<file path="src/rtl/hamming74_encoder_tx.sv">
`default_nettype none
// ============================================================================
// Module   : hamming74_encoder_tx
// Brief    : Hamming(7,4) encoder with optional single-bit error injection,
//            feeding a small valid/ready FIFO towards the corrector.
// Revision : 1.0 - initial release
// ============================================================================
module hamming74_encoder_tx #(
    parameter int DEPTH = 4,
    parameter int CNT_W = 16
) (
    input  logic             CLK,
    input  logic             RESET,
    input  logic [3:0]       DIN,
    input  logic             DIN_VALID,
    output logic             DIN_READY,
    input  logic [2:0]       INJ_POS,
    output logic [1:7]       CW,
    output logic             CW_VALID,
    input  logic             CW_READY,
    output logic [CNT_W-1:0] TX_COUNT,
    output logic [CNT_W-1:0] INJ_COUNT
);

    localparam int              PTR_W        = $clog2(DEPTH);
    localparam logic [PTR_W:0]  c_FULL_COUNT = (PTR_W+1)'(DEPTH);
    localparam logic [PTR_W:0]  c_CNT_ONE    = (PTR_W+1)'(1);
    localparam logic [PTR_W-1:0] c_PTR_ONE   = PTR_W'(1);
    localparam logic [CNT_W-1:0] c_STAT_ONE  = CNT_W'(1);

    logic [1:7]       w_code;
    logic [1:7]       w_inj_mask;
    logic [1:7]       w_stored;
    logic             w_push;
    logic             w_pop;

    logic [1:7]       r_mem [DEPTH];
    logic [PTR_W-1:0] r_wr_ptr;
    logic [PTR_W-1:0] r_rd_ptr;
    logic [PTR_W:0]   r_count;
    logic [CNT_W-1:0] r_tx_count;
    logic [CNT_W-1:0] r_inj_count;

    // Data at positions 3,5,6,7; parity at 1,2,4 matching the corrector's syndrome.
    assign w_code[3] = DIN[0];
    assign w_code[5] = DIN[1];
    assign w_code[6] = DIN[2];
    assign w_code[7] = DIN[3];
    assign w_code[1] = DIN[0] ^ DIN[1] ^ DIN[3];
    assign w_code[2] = DIN[0] ^ DIN[2] ^ DIN[3];
    assign w_code[4] = DIN[1] ^ DIN[2] ^ DIN[3];

    for (genvar i = 1; i <= 7; i++) begin : g_inj_mask
        assign w_inj_mask[i] = (INJ_POS == 3'(i));
    end

    assign w_stored  = w_code ^ w_inj_mask;

    assign DIN_READY = (r_count != c_FULL_COUNT);
    assign CW_VALID  = (r_count != '0);
    assign CW        = CW_VALID ? r_mem[r_rd_ptr] : '0;
    assign TX_COUNT  = r_tx_count;
    assign INJ_COUNT = r_inj_count;

    assign w_push = DIN_VALID && DIN_READY;
    assign w_pop  = CW_VALID && CW_READY;

    // Storage needs no reset: the occupancy counter alone decides what is visible.
    always_ff @(posedge CLK) begin
        if (w_push) begin
            r_mem[r_wr_ptr] <= w_stored;
        end
    end

    always_ff @(posedge CLK) begin
        if (RESET) begin
            r_wr_ptr    <= '0;
            r_rd_ptr    <= '0;
            r_count     <= '0;
            r_tx_count  <= '0;
            r_inj_count <= '0;
        end else begin
            if (w_push) begin
                r_wr_ptr <= r_wr_ptr + c_PTR_ONE;
                if (INJ_POS != 3'd0) begin
                    r_inj_count <= r_inj_count + c_STAT_ONE;
                end
            end
            if (w_pop) begin
                r_rd_ptr   <= r_rd_ptr + c_PTR_ONE;
                r_tx_count <= r_tx_count + c_STAT_ONE;
            end
            case ({w_push, w_pop})
                2'b10:   r_count <= r_count + c_CNT_ONE;
                2'b01:   r_count <= r_count - c_CNT_ONE;
                default: r_count <= r_count;
            endcase
        end
    end

endmodule
`default_nettype wire

</file>
<file path="config.mk">
export PLATFORM = sky130hd
export DESIGN_NAME = hamming74_encoder_tx
export DESIGN_NICKNAME = d
export VERILOG_FILES = /design/src/rtl/hamming74_encoder_tx.sv
export SDC_FILE = /design/constraint.sdc
export NUM_CORES = 1
export LEC_CHECK = 0
export CORE_UTILIZATION = 30
export CTS_BUF_LIST = sky130_fd_sc_hd__clkbuf_16
export DETAILED_ROUTE_END_ITERATION = 8
export GPL_TIMING_DRIVEN = 0
export PLACE_DENSITY = 0.5
export REMOVE_ABC_BUFFERS = 1
export SETUP_SLACK_MARGIN = 0.1
export SYNTH_ARGS = -nofsm -noshare
export SYNTH_HDL_FRONTEND = slang
export SYNTH_SLANG_ARGS = --single-unit
</file>
<file path="constraint.sdc">
create_clock -name CLK -period 2.6 [get_ports CLK]
set_clock_uncertainty 0.15 [all_clocks]
set_input_delay 0.26 -clock CLK [delete_from_list [all_inputs] [get_ports CLK]]
set_output_delay 0.26 -clock CLK [all_outputs]
set_load 0.02 [all_outputs]
</file>
==> flow_metrics.tcl, run 1 <==
set metrics [dict create \
    yosys_register_bits 69 \
    synth_seq_area_share_pct 52.6 \
    cts_tree "built" \
    grt_max_degree 43 \
    hold_buffers 0 \
    first_pass_iters 4 \
    wire_per_inst_um 13.3 \
    viasPerCell 4.71 \
    io-pin-count 52 \
    use_met3_pct 3.81 \
    drcViolationCount 0 \
    grt_pass1_vias 2225 \
    path_clk_slew_ns 0.06 \
    busiest_layer "met2" \
    fin_nets 358 \
    slew_violations 0 \
    rsz0062_at_grt "false" \
    placementRows 37 \
    core-area_sq_um 10300 \
    hp-class "reg2reg" \
    start_util_pct 30.7 \
    min_period_ns 2.39 \
    ys_async_sr_fraction_pct 0 \
    dpl.hpwl_um 4220 \
    die-height_um 105 \
    drive_gt1_share_pct 9.88 \
    io_buffers 51 \
    cp-end-kind "output pin" \
    die_x_um 105 \
    fmax_mhz 419 \
    ir_drop_mv 0.319 \
    netlist_area_sq_um 3160 \
    p_per_area_nw_per_um2 882 \
    power_mw 3.64 \
    most-common-layout-cells "50 x clkdlybuf4s50_1, 39 x dfxtp_1, 28 x edfxtp_1, 24 x nor2_1, 20 x a21oi_1" \
    synth-main-ff-cell "dfxtp_1" \
    max-clock-path-buffers 2 \
    ys_top_cells_by_area "edfxtp_1 27%, dfxtp_1 26%, mux4_2 5.0%" \
    grt_usage_pct 12.6 \
    layout_commonest_cell "clkdlybuf4s50_1" \
    ant_nets 0 \
    antenna_found_initial 0 \
    clock_latency_ns 0.32 \
    clockRootBuffer "clkbuf_16" \
    synth_top_area_cell "edfxtp_1" \
    max_slew.worst_pin.slew_ns 0.822 \
    final_core_util_pct 40.2 \
    path_max_fanout 7 \
    cts.sinks 69 \
    die_area_sq_um 10900 \
    routed_wl_um 6380 \
    syn_avg_cell_area_sq_um 10.9 \
    numCtsBuffers 9 \
    gr-usage-met1_pct 16.9 \
    status "finished, final reports clean" \
    place_area_sq_um 3770 \
    crit_required_ns 2.19 \
    yosys_warnings 0 \
    hold_viol 0 \
    instances_no_fill 480 \
    via_count 2261 \
    maxCapViolations 0 \
    slew_headroom_pct 45.2 \
    grt_pass1_wl_um 10900 \
    finalSetupViolCount 0 \
    synth-edff-count 28 \
    dp_cells 463 \
    num_antenna_cells 0 \
    grt-ovfl-total 0 \
    drt_iter0_drc 75 \
    period_share_pct 91.8 \
    syn_to_final_growth_pct 30.8 \
    critPathKind "reg2out" \
    yosysTopAreaCellShare_pct 26.6 \
    synthCells 289 \
    crit_arrival_ns 1.98 \
    met2_usage_pct 19.3 \
    stdcell_area_sq_um 4130 \
    setup_tns_ns 0 \
    gp_congestion 0.697 \
    critPathLaunchType "flip-flop" \
    synth.distinct_cells 36 \
    ctsHtreeMaxLevel 3 \
    leakagePower_nw 1.38 \
]
final timing paths:
| path | slack [ns] | endpoint | cells past startpoint | from |
|---|---|---|---|---|
| max | 0.21 | CW[3] | 3 | flip-flop |
| min | 0.34 | r_wr_ptr[1] | 2 | r_wr_ptr[1] |
| max reg2reg | 0.23 | r_count[2] | 8 | r_count[0] |
| min reg2reg | 0.34 | r_wr_ptr[1] | 2 | r_wr_ptr[1] |
repair_timing:
item | in CTS | in global routing
buffers inserted | 1 | 0
endpoints found under the setup margin | 8 | 8
pin swaps | 0 | 0
resized for setup | 3 | 4
final cells by class:
type                    count  area (sq um)
inverters                  10          37.5
repair buffers             52           513
clock inverters             7           115
well taps                 136           170
clock buffers               9           225
multi-input cells         197          1400
flip-flops and latches     69          1670
fillers                  1041          6150
cells in the mapped netlist, types with 8 or more instances:
| cell type | count |
|---|---|
| and2_1 | 8 |
| and3_1 | 9 |
| or4_1 | 8 |
| nand2_1 | 17 |
| nand4_1 | 9 |
| nor2_1 | 24 |
| or3_1 | 11 |
| edfxtp_1 | 28 |
| xnor2_1 | 15 |
| a21oi_1 | 20 |
| o21ai_0 | 9 |
| xor2_1 | 14 |
| nand3_1 | 10 |
| o31ai_1 | 8 |
| dfxtp_1 | 41 |
| inv_1 | 9 |
power by group:
group | switching (mW) | internal (mW) | total [mW]
clock | 0.449 | 0.933 | 1.38
combinational | 0.456 | 0.442 | 0.898
sequential | 0.104 | 1.26 | 1.36
layer usage:
layer,part of all wire [%],up-vias
met5,0,-
met4,0.88,0
met3,3.3,4
met2,46,44
met1,50,1066
li1,-,1147
metrics by stage:
step	worst slack, ns	hold slack [ns]
2_1_floorplan	0.0702	0.179
3_3_place_gp	-0.0645	0.329
3_5_place_dp	-0.0664	0.338
4_1_cts	0.103	0.346
5_1_grt	0.101	0.376
6_report	0.214	0.340
logic make-up (layout without fill, tap and decap cells):
group | after synthesis | in the layout | share of synthesized area [%]
muxes | 10 | 10 | 6.02
DFF | 69 | 69 | 52.6
adders and majority gates | 8 | 8 | 3.41
buffers and inverters | 23 | 78 | 3.29
AOI/OAI and AO/OA | 38 | 38 | 6.89
and+or+nand+nor | 112 | 112 | 19.7
xor gates and xnor gates | 29 | 29 | 8.04
worst max-delay path, cell delays in order, from the launching register on:
cell	delay [ns]
dfxtp_4	0.43
mux4_2	0.53
and2_1	0.17
clkdlybuf4s50_1	0.53
sequential cells by signal (all words and copies together) (netlist names), named ones only:
| register | count |
|---|---|
| r_mem | 28 |
| INJ_COUNT | 16 |
| TX_COUNT | 16 |
| r_count | 3 |
| r_rd_ptr | 2 |
| r_wr_ptr | 2 |
No activity file was read; power rests on OpenSTA's default activity.
==> run 2: changes to the inputs <==
- ABC_CLOCK_PERIOD_IN_PS: unset -> 2600
- GPL_TIMING_DRIVEN: 0 -> unset
==> flow_metrics.tcl, run 2 (synthesized netlist as in run 1, its figures left out) <==
set metrics [dict create \
    layout_commonest_cell "clkdlybuf4s50_1" \
    num_antenna_cells 0 \
    intPower_mw 2.77 \
    top_layer "met4" \
    largest_reg_flops 28 \
    max-clock-path-buffers 2 \
    cp_slowest_stage_delay_ns 0.53 \
    min_period_ns 2.44 \
    grt-ovfl-total 0 \
    dpl.hpwl_um 4370 \
    grt_max_degree 19 \
    period_share_pct 93.7 \
    r2r_start "r_count[2]" \
    p_sw_share_pct 27.1 \
    die_x_um 105 \
    crit_required_ns 2.19 \
    cpMaxStageDelayCell "clkdlybuf4s50_1" \
    slew_violations 0 \
    path_cells "buf_4 -> mux4_2 -> and2_1 -> clkdlybuf4s50_1" \
    wire_per_inst_um 13.0 \
    ir_drop_mv 0.338 \
    gp_congestion 0.735 \
    maxCapViolations 0 \
    first_pass_iters 5 \
    grt_usage_pct 12.2 \
    viasPerCell 4.71 \
    die-height_um 105 \
    max_slew.worst_pin.slew_ns 0.684 \
    drcViolationCount 0 \
    drt_iter0_drc 127 \
    cp-end-kind "output pin" \
    grt_pass1_wl_um 10600 \
    critPathKind "reg2out" \
    path_max_fanout 7 \
    cts.sinks 69 \
    io-pin-count 52 \
    rsz0062_at_grt "true" \
    setup_tns_ns 0 \
    clockRootBuffer "clkbuf_16" \
    via_count 2297 \
    hold_buffers 0 \
    status "finished, final reports clean" \
    critPathLaunchType "flip-flop" \
    core-area_sq_um 10300 \
    ctsHtreeMaxLevel 3 \
    fin_nets 366 \
    hp-class "reg2reg" \
    ant_nets 0 \
    grt_pass1_vias 2170 \
    crit_arrival_ns 2.03 \
    leakagePower_nw 1.52 \
    path_clk_slew_ns 0.06 \
    crit_buf_inv 2 \
    final_core_util_pct 41.3 \
    numCtsBuffers 9 \
    critPathTopFamily "buffers and inverters" \
    start_util_pct 30.7 \
    p_seq_share_pct 34.9 \
    slew_headroom_pct 54.3 \
    drive_gt1_share_pct 11.4 \
    antenna_found_initial 0 \
    switchingPower_mw 1.03 \
    die_area_sq_um 10900 \
    power_mw 3.80 \
    wirelength_met1_um 3290 \
    hold_viol 0 \
    most-common-layout-cells "45 x clkdlybuf4s50_1, 40 x dfxtp_1, 28 x edfxtp_1, 24 x nor2_1, 20 x a21oi_1" \
    syn_to_final_growth_pct 34.5 \
    finalSetupViolCount 0 \
    top_register "r_mem" \
    routed_wl_um 6350 \
    clock_latency_ns 0.32 \
    p_clk_share_pct 39.4 \
    p_per_area_nw_per_um2 895 \
    fmax_mhz 410 \
    holdCritStartpoint "TX_COUNT[14]" \
    placementRows 37 \
    wl_met2_um 2700 \
    combPwrFrac_pct 25.7 \
    cts_tree "built" \
    io_buffers 51 \
    wl_met3_um 281 \
]
## run 2: cell types whose count changed in the layout (fill, tap and decap cells not counted), sizes merged
cell / delta
buf: +7
bufinv: +1
clkdlybuf4s50: -5
clkinv: +1
clkinvlp: -1
dlymetal6s2s: +6
inv: -1
## run 2: area by class of cell
class / count / area (sq um)
inverters: 10 / 37.5
clock inverters: 7 / 146
fillers: 997 / 6030
multi-input cells: 197 / 1400
flip-flops and latches: 69 / 1660
well taps: 136 / 170
clock buffers: 9 / 225
repair buffers: 60 / 606
## run 2: worst paths after layout
check | depth (start not counted) | end | slack, ns
worst min-delay path | 2 | TX_COUNT[14] | 0.35
worst max-delay path | 4 | CW[2] | 0.16
worst max register to register | 8 | r_count[2] | 0.23
worst min register to register | 2 | TX_COUNT[14] | 0.35
## run 2: power groups by stage
stage                     Sequential (mW)  Combinational [mW]  Clock (mW)
after floorplan                      1.37               0.536           0
after global placement               1.34               0.990           0
after detailed placement             1.35               0.994           0
after CTS                            1.32                1.01        1.53
after global routing                 1.34                1.08        1.58
final                                1.32               0.977        1.50
## run 2: timing repair
action	4_1_cts	5_1_grt
endpoints found under the setup margin	1	7
setup buffers	0	0
gates resized for setup	1	8
hold endpoints to repair	0	0
## run 2: per-stage QoR
stage | instances | instance area, sq um | hold WS [ns] | setup WS [ns]
after floorplan | 276 | 3090 | 0.179 | 0.0702
after global placement | 472 | 3850 | 0.339 | 0.224
after detailed placement | 472 | 3850 | 0.343 | 0.164
after CTS | 488 | 4230 | 0.351 | 0.125
after global routing | 488 | 4250 | 0.383 | 0.0933
final | 488 | 4250 | 0.347 | 0.163
## run 2: worst min-delay path, stage by stage (launching register included)
cell,delay [ns]
dfxtp_1,0.32
o31ai_1,0.07
a21oi_1,0.06
## run 2: layer usage
metal / global-route usage (%) / vias to the layer above
met1: 17.0 / 1069
met2: 17.8 / 59
li1: - / 1163
met3: 3.18 / 6
met4: 5.43 / 0
met5: 0 / -
